File: src/rtl/alu_op_sequencer.sv
// Issue stage in front of a combinational ALU: queues commands, drives one at a time onto the
// ALU input bus and registers the ALU result into a valid/ready port.
module alu_op_sequencer #(
    parameter int unsigned WIDTH  = 32,
    parameter int unsigned DEPTH  = 4,
    parameter int unsigned ADDR_W = 2
) (
    input  logic              clk,
    input  logic              rst,
    input  logic              cmd_valid,
    output logic              cmd_ready,
    input  logic [WIDTH-1:0]  cmd_a,
    input  logic [WIDTH-1:0]  cmd_b,
    input  logic [2:0]        cmd_s,
    input  logic              cmd_cin,
    output logic [WIDTH-1:0]  alu_a,
    output logic [WIDTH-1:0]  alu_b,
    output logic [2:0]        alu_s,
    output logic              alu_cin,
    input  logic [WIDTH-1:0]  alu_f,
    input  logic              alu_cout,
    input  logic              alu_ovf,
    output logic              res_valid,
    input  logic              res_ready,
    output logic [WIDTH-1:0]  res_f,
    output logic              res_cout,
    output logic              res_ovf,
    output logic [ADDR_W:0]   count,
    output logic              busy,
    output logic [7:0]        ovf_cnt
);

    typedef enum logic [1:0] {StIdle, StDrive, StHold} state_e;

    localparam logic [ADDR_W:0] Full = (ADDR_W + 1)'(DEPTH);

    state_e state_q;

    logic [WIDTH-1:0]  fifo_a   [DEPTH];
    logic [WIDTH-1:0]  fifo_b   [DEPTH];
    logic [2:0]        fifo_s   [DEPTH];
    logic              fifo_cin [DEPTH];

    logic [ADDR_W-1:0] wr_ptr_q;
    logic [ADDR_W-1:0] rd_ptr_q;
    logic [ADDR_W:0]   count_q;
    logic [ADDR_W:0]   count_d;
    logic              push;
    logic              pop;

    assign push  = cmd_valid && cmd_ready;
    assign count = count_q;
    assign busy  = (state_q != StIdle);

    // A pop only ever loads the ALU input registers, so it happens from IDLE or on result handoff.
    always_comb begin
        pop = 1'b0;
        if (count_q != '0) begin
            unique case (state_q)
                StIdle:  pop = 1'b1;
                StHold:  pop = res_ready;
                default: pop = 1'b0;
            endcase
        end

        count_d = count_q;
        if (push && !pop) begin
            count_d = count_q + 1'b1;
        end else if (!push && pop) begin
            count_d = count_q - 1'b1;
        end
    end

    // Storage needs no reset: entries are only visible through the reset pointers.
    always_ff @(posedge clk) begin
        if (push) begin
            fifo_a[wr_ptr_q]   <= cmd_a;
            fifo_b[wr_ptr_q]   <= cmd_b;
            fifo_s[wr_ptr_q]   <= cmd_s;
            fifo_cin[wr_ptr_q] <= cmd_cin;
        end
    end

    always_ff @(posedge clk) begin
        if (rst) begin
            state_q   <= StIdle;
            wr_ptr_q  <= '0;
            rd_ptr_q  <= '0;
            count_q   <= '0;
            cmd_ready <= 1'b0;
            alu_a     <= '0;
            alu_b     <= '0;
            alu_s     <= '0;
            alu_cin   <= 1'b0;
            res_valid <= 1'b0;
            res_f     <= '0;
            res_cout  <= 1'b0;
            res_ovf   <= 1'b0;
            ovf_cnt   <= '0;
        end else begin
            count_q   <= count_d;
            // Tracks the next count so cmd_ready equals (count != DEPTH) yet stays 0 in reset.
            cmd_ready <= (count_d != Full);

            if (push) begin
                wr_ptr_q <= wr_ptr_q + 1'b1;
            end

            if (pop) begin
                rd_ptr_q <= rd_ptr_q + 1'b1;
                alu_a    <= fifo_a[rd_ptr_q];
                alu_b    <= fifo_b[rd_ptr_q];
                alu_s    <= fifo_s[rd_ptr_q];
                alu_cin  <= fifo_cin[rd_ptr_q];
            end

            unique case (state_q)
                StIdle: begin
                    if (pop) begin
                        state_q <= StDrive;
                    end
                end
                StDrive: begin
                    res_f     <= alu_f;
                    res_cout  <= alu_cout;
                    res_ovf   <= alu_ovf;
                    res_valid <= 1'b1;
                    if (alu_ovf && (ovf_cnt != 8'hFF)) begin
                        ovf_cnt <= ovf_cnt + 8'd1;
                    end
                    state_q <= StHold;
                end
                StHold: begin
                    if (res_ready) begin
                        res_valid <= 1'b0;
                        state_q   <= pop ? StDrive : StIdle;
                    end
                end
                default: begin
                    state_q <= StIdle;
                end
            endcase
        end
    end

endmodule

File: config.mk
export PLATFORM = sky130hd
export DESIGN_NAME = alu_op_sequencer
export DESIGN_NICKNAME = d
export VERILOG_FILES = /design/src/rtl/alu_op_sequencer.sv
export SDC_FILE = /design/constraint.sdc
export NUM_CORES = 1
export LEC_CHECK = 0
export ABC_AREA = 1
export CAP_MARGIN = 20
export CELL_PAD_IN_SITES_DETAIL_PLACEMENT = 1
export CELL_PAD_IN_SITES_GLOBAL_PLACEMENT = 2
export CORE_ASPECT_RATIO = 0.9
export CORE_MARGIN = 2
export CORE_UTILIZATION = 30
export DETAILED_ROUTE_END_ITERATION = 7
export PLACE_DENSITY_LB_ADDON = 0.25
export SETUP_SLACK_MARGIN = 0.4
export SKIP_CTS_REPAIR_TIMING = 1
export SYNTH_ARGS = -nofsm -noshare
export SYNTH_HDL_FRONTEND = slang
export SYNTH_SLANG_ARGS = --single-unit
export TNS_END_PERCENT = 1
File: constraint.sdc
create_clock -name clk -period 8.4 [get_ports clk]
set_clock_uncertainty 0.2 [all_clocks]
set_input_delay 1.68 -clock clk [delete_from_list [all_inputs] [get_ports clk]]
set_output_delay 1.68 -clock clk [all_outputs]
set_load 0.02 [all_outputs]
==> flow_summary.ini, run 1 <==
[final_layout]
n_antenna_cell = 0
design_area_um2 = 18700
final_common_cell = nor2_1
area_delta_synth_final_pct = 28.0
drive_above_1_share_pct = 6.30
fin_nets = 1554
utilization_pct = 39.0
final_cell_mix = nor2_1, edfxtp_1, clkdlybuf4s50_1

[synthesis]
yosysTopAreaCell = edfxtp_1
synth_top_area_share_pct = 55.9
ys_types = 27
avgSynthCellArea_um2 = 11.7
yosys-top-cells-area = edfxtp_1, dfxtp_1, nor2_1
ys_seq_area_share_pct = 72.5
ys.flop_type = edfxtp_1
async_flop_share_pct = 0
synth-seq-cells = 393
synth_edf_count = 272
synth_area_um2 = 14600
syn_nets = 1358
yosys_warnings = 0
syn_inst = 1244

[floorplan]
die_h_um = 213
dieArea_um2 = 50500
ioPinCount = 222
die_w_um = 237
start_util_pct = 30.5
core_area_um2 = 47900
std_cell_rows = 76

[clocking]
h-tree-depth = 2
cts_made_buffers = 44
cts_buffer_depth = 3
path_clk_slew_ns = 0.06
insertion_delay_ns = 0.57
cts_sinks = 393
cts_root_buf = clkbuf_16
cts_tree = yes

[global_route]
antenna_found_initial = 2
track_usage_pct = 15.8
grt_max_degree = 80
grt_pass1_vias = 10200
grt_pass1_wl_um = 60700
overflow = 0

[setup_path]
cp_data_required_time_ns = 8.40
criticalPathCategory = input pin to flip-flop
crit_path_start_kind = input pin
cp.arrival_ns = 4.17
critPathMaxFanout = 41
endpoint_kind = flip-flop

[placement]
placed_cell_area_um2 = 17200
dp_hpwl_um = 22700
gp_congestion = 0.699
numPortBuffers = 221

[power]
p_leak_nw = 6.44
power_per_cell_area_nw_per_um2 = 347
peakVddDrop_v = 0.000144

[timing]
rsz0062_at_grt = false
fmax_ghz = 0.240
period_minus_slack_ns = 4.17
setup_tns_ns = 0
setup_viol = 0
tightest_slew_ns = 1.03
relSlewSlack_pct = 31.7
hold_viol = 0
maxSlewViolCount = 0
finalCritPeriodShare_pct = 49.7

[drt]
post-route-drc-count = 0
vias = 9790
drtAntennaViolNets = 0
viasPerCell = 4.66
dr.pass1.iters = 4
drtIter0Drc = 484
wl_per_cell_um = 18.8
drt_wl_total_um = 39500

[hold_path]
hold_path_class = flip-flop to flip-flop

[run_status]
status = finished clean

[flow_run]
max-cap-violations = 0
## final timing paths
check | start | endpoint | slack, ns | depth (start not counted)
hold reg to reg | state_q[0] | state_q[1] | 0.27 | 1
setup reg to reg | count[0] | rd_ptr_q[1] | 5.37 | 9
hold / removal | state_q[0] | state_q[1] | 0.27 | 1
setup / recovery | cmd_valid | fifo_b[3][27] | 4.23 | 4
## state kept, by name, indices dropped and copies added, names as in the netlist, 2 cells and up
| register | cells |
|---|---|
| fifo_a | 128 |
| alu_s | 3 |
| ovf_cnt | 8 |
| state_q | 2 |
| wr_ptr_q | 2 |
| fifo_b | 128 |
| alu_b | 32 |
| fifo_s | 12 |
| res_f | 32 |
| count | 3 |
| rd_ptr_q | 2 |
| alu_a | 32 |
| fifo_cin | 4 |
## through the flow
stage | total power [W] | std cells | hold slack [ns] | setup WS (ns)
after floorplan | 0.00390 | 1244 | 0.237 | 2.95
after global placement | 0.00460 | 2018 | 0.250 | 3.54
after detailed placement | 0.00464 | 2018 | 0.262 | 3.56
after CTS | 0.00661 | 2100 | 0.271 | 4.15
after global routing | 0.00688 | 2100 | 0.293 | 4.03
final | 0.00648 | 2100 | 0.267 | 4.23
## critical path, stage by stage
cell and delay, ns:
clkdlybuf4s50_1 0.46, nand2_1 0.37, nor2_4 0.91, buf_4 0.70
## cell families after synthesis
family	after synthesis	share of synthesized area [%]
AO/OA/AOI/OAI	330	12.0
XOR/XNOR	3	0.180
adder cells (fa/ha/maj)	8	0.686
buffers and inverters	106	3.86
flip-flops	393	72.5
AND/OR/NAND/NOR	404	10.7
## area by class of cell
| cell class | instances | area, um^2 |
|---|---|---|
| fill | 5117 | 29200 |
| sequential | 393 | 10600 |
| multi-input combinational | 745 | 3480 |
| timing repair buffer | 230 | 2280 |
| clock buffer | 60 | 1210 |
| tap | 624 | 781 |
| clock inverter | 22 | 241 |
| inverter | 26 | 104 |
## power by group
group          switching [W]  leakage (nW)  internal, W
combinational        0.00119          2.25     0.000682
clock               0.000789         0.708      0.00114
sequential          0.000250          3.48      0.00243
## cell usage after synthesis (7+ instances only)
master,instances
nand3_1,13
ha_1,8
a31oi_1,68
buf_4,14
inv_2,7
nand2_1,35
buf_2,19
a21oi_1,14
buf_6,12
o21ai_0,176
clkbuf_1,35
nor2_1,348
o21ai_1,69
dfxtp_1,121
edfxtp_1,272
inv_1,19
## metal layers
layer / GRT usage (%) / share of wire [%] / vias to the layer above
met4: 4.28 / 1.9 / 4
met3: 3.99 / 5.1 / 55
met1: 20.0 / 45 / 4745
met2: 26.8 / 48 / 202
met5: 0 / 0.076 / -
li1: - / - / 4784
Note: power is estimated with default switching activity, not from simulation.
==> run 2: changes to the inputs <==
==> constraint.sdc (replaced) <==
create_clock -name clk -period 3.4 [get_ports clk]
set_clock_uncertainty 0.2 [all_clocks]
set_input_delay 0.68 -clock clk [delete_from_list [all_inputs] [get_ports clk]]
set_output_delay 0.68 -clock clk [all_outputs]
set_load 0.02 [all_outputs]
==> flow_summary.ini, run 2 (same netlist as run 1, synthesis figures left out) <==
[floorplan]
die_h_um = 213
dieArea_um2 = 50500
start_util_pct = 30.5
std_cell_rows = 76
die_w_um = 237
core_area_um2 = 47900
ioPinCount = 222

[global_route]
grt_max_degree = 138
grt_pass1_wl_um = 61700
track_usage_pct = 15.9
grt_pass1_vias = 10400
antenna_found_initial = 2
overflow = 0

[clocking]
h-tree-depth = 2
cts_sinks = 393
cts_made_buffers = 44
cts_buffer_depth = 3
cts_tree = yes
insertion_delay_ns = 0.58
path_clk_slew_ns = 0.05
cts_root_buf = clkbuf_16

[final_layout]
final_common_cell = nor2_1
reg_top3 = fifo_a: 128 flops, fifo_b: 128 flops
drive_above_1_share_pct = 7.36
fin_nets = 1572
layout.cells.non_filler = 2119
design_area_um2 = 19000
fillers = 5124
final_cell_mix = nor2_1, edfxtp_1, clkdlybuf4s50_1
area_delta_synth_final_pct = 30.0

[drt]
drtAntennaViolNets = 0
wl_per_cell_um = 19.0
drt_wl_total_um = 40200
viasPerCell = 4.71
post-route-drc-count = 0
drtIter0Drc = 474
vias = 9973
dr.pass1.iters = 4

[timing]
fmax_ghz = 0.375
maxSlewViolCount = 0
finalCritPeriodShare_pct = 78.5
period_minus_slack_ns = 2.67
setup_tns_ns = 0
setup_viol = 0
relSlewSlack_pct = 34.7
tightest_slew_ns = 0.980
hold_viol = 0
rsz0062_at_grt = false
whs_ns = 0.266

[setup_path]
critPathMaxFanout = 4
crit_path_start_kind = flip-flop
endpoint_kind = output pin
cp_data_required_time_ns = 2.52
r2r_slack_ns = 1.17
cp.arrival_ns = 1.79
criticalPathCategory = flip-flop to output pin
ff2ff_path_depth = 8

[hold_path]
min_path_cells = 1
hold_path_class = flip-flop to flip-flop

[power]
power_per_cell_area_nw_per_um2 = 855
p_total_w = 0.0162
peakVddDrop_v = 0.000573
p_leak_nw = 6.58

[run_status]
status = finished clean

[placement]
numPortBuffers = 221
gp_congestion = 0.717
dp.cells = 2036
placed_cell_area_um2 = 17500
dp_hpwl_um = 24000

[flow_run]
max-cap-violations = 0
run 2: cell type report:
cell class	count	area [um^2]	area share [%]
repair buffers	248	2590	13.6
multi-input cells	745	3480	18.3
clock buffers	59	1220	6.42
diodes	1	2.50	0.0132
well taps	624	781	4.11
clock inverters	23	213	1.12
inverters	26	103	0.541
flip-flops and latches	393	10600	55.8
run 2: metrics by stage:
step,util [%],worst slack [ns]
detailed placement,36.6,0.571
finish,39.6,0.732
global placement,36.6,0.569
CTS,39.6,0.683
global route,39.6,0.623
floorplan,-,0.0867
run 2: power by group:
| part | switching (W) | total, W | internal [W] |
|---|---|---|---|
| registers | 0.000409 | 0.00640 | 0.00599 |
| clock network | 0.00197 | 0.00473 | 0.00276 |
| logic | 0.00322 | 0.00510 | 0.00188 |
run 2: critical path, cell delays in order (launching register included):
cell and delay [ns]:
dfxtp_1 0.43, inv_1 0.08, nand2_1 0.08, clkdlybuf4s50_1 0.63
run 2: path summary, 6_finish.rpt:
kind         startpoint          to
min          state_q[0]  state_q[1]
max reg2reg    count[0]   alu_a[24]
min reg2reg  state_q[0]  state_q[1]
max          state_q[1]        busy
run 2: layer usage:
layer	global-route usage [%]	up-vias	part of all wire (%)
li1	-	4829	-
met1	20.5	4883	46
met3	3.80	52	4.8
met2	27.1	207	47
met4	4.06	2	1.7
met5	0	-	0.032
==> run 3: changes to the inputs <==
==> constraint.sdc (replaced) <==
create_clock -name clk -period 2.35 [get_ports clk]
set_clock_uncertainty 0.2 [all_clocks]
set_input_delay 0.47 -clock clk [delete_from_list [all_inputs] [get_ports clk]]
set_output_delay 0.47 -clock clk [all_outputs]
set_load 0.02 [all_outputs]
==> flow_summary.ini, run 3 (same netlist as run 1, synthesis figures left out) <==
[global_route]
overflow = 0
grt_max_degree = 55
grt_pass1_vias = 10400
track_usage_pct = 16.0
grt_pass1_wl_um = 61800
antenna_found_initial = 4

[floorplan]
ioPinCount = 222
die_h_um = 213
die_w_um = 237
std_cell_rows = 76
start_util_pct = 30.5
dieArea_um2 = 50500
core_area_um2 = 47900

[clocking]
path_clk_slew_ns = 0.06
cts_root_buf = clkbuf_16
h-tree-depth = 2
cts_tree = yes
cts_buffer_depth = 3
insertion_delay_ns = 0.57
cts_sinks = 393
cts_made_buffers = 43

[setup_path]
cpMaxStageDelayCell = clkdlybuf4s50_1
cpPeakStageDelay_ns = 0.65
cp_data_required_time_ns = 1.68
reg2reg_to = alu_a[3]
criticalPathCategory = flip-flop to output pin
r2r_slack_ns = 0.36
crit_buf_inv = 1
endpoint_kind = output pin
critPathMaxFanout = 5
r2r_start = count[0]
cp.arrival_ns = 1.62
ff2ff_path_depth = 8
critPathTopFamily = buffers and inverters
crit_path_start_kind = flip-flop
cp_cell_sequence = clkdlybuf4s50_1

[timing]
tightest_slew_ns = 0.622
fmax_ghz = 0.437
rsz0062_at_grt = true
period_minus_slack_ns = 2.29
whs_ns = 0.265
hold_viol = 0
maxSlewViolCount = 0
setup_tns_ns = 0
relSlewSlack_pct = 58.5
setup_viol = 0
finalCritPeriodShare_pct = 97.4

[final_layout]
final_common_cell = nor2_1
area_delta_synth_final_pct = 30.4
reg_top3 = fifo_a: 128 flops, fifo_b: 128 flops
fillers = 5123
fin_nets = 1581
drive_above_1_share_pct = 7.86
final_cell_mix = nor2_1, edfxtp_1, clkdlybuf4s50_1
utilization_pct = 39.7

[hold_path]
hold_path_class = flip-flop to flip-flop
min_to = res_ovf
min_from = res_ovf
min_path_cells = 2

[drt]
post-route-drc-count = 0
dr.pass1.iters = 4
drtIter0Drc = 550
wl_per_cell_um = 19.0
drt_wl_total_um = 40400
drtAntennaViolNets = 0
viasPerCell = 4.75
vias = 10100

[run_status]
status = finished clean

[power]
power_per_cell_area_nw_per_um2 = 1220
p_leak_nw = 6.81
peakVddDrop_v = 0.000536

[placement]
gp_congestion = 0.733
numPortBuffers = 221
dp_hpwl_um = 25500

[flow_run]
max-cap-violations = 0
## run 3: area by class of cell
type                       count  area (um^2)  area share, %
clock inverter                20          109          0.572
inverter                      26          104          0.546
antenna                        1         2.50         0.0131
clock buffer                  59         1210           6.34
sequential                   393        10600           55.7
tap                          624          781           4.10
timing repair buffer         258         2740           14.4
multi-input combinational    745         3490           18.4
## run 3: metrics by stage
stage,area [um^2],power (W),setup slack (ns),std cells
after global placement,17700,0.0170,0.146,2046
final,19000,0.0232,0.0603,2126
after global routing,19000,0.0246,0.0167,2125
after floorplan,14700,0.0139,0.0578,1244
after detailed placement,17700,0.0171,0.111,2046
after CTS,19000,0.0236,-0.153,2125
## run 3: report_power, final
group	total [W]	switching (W)	internal (W)
clock	0.00633	0.00274	0.00360
sequential	0.00929	0.000625	0.00867
combinational	0.00754	0.00468	0.00285
total	0.0232	0.00805	0.0151
## run 3: routing by layer
| layer | vias up | routed length (um) | track usage [%] |
|---|---|---|---|
| met4 | 4 | 714 | 4.67 |
| met3 | 53 | 2430 | 3.81 |
| met2 | 232 | 19200 | 27.1 |
| met5 | - | 25 | 0 |
| met1 | 4973 | 18000 | 20.4 |
| li1 | 4838 | - | - |
## run 3: how the worst max path moves through the flow
stage | from | end | depth (start not counted)
after global routing | alu_b[28] | alu_b[28] | 1
after global placement | cmd_valid | fifo_b[1][2] | 4
after CTS | state_q[1] | busy | 3
after floorplan | cmd_valid | fifo_a[0][0] | 3
after detailed placement | res_ready | alu_a[17] | 8
final | ovf_cnt[3] | ovf_cnt[3] | 1
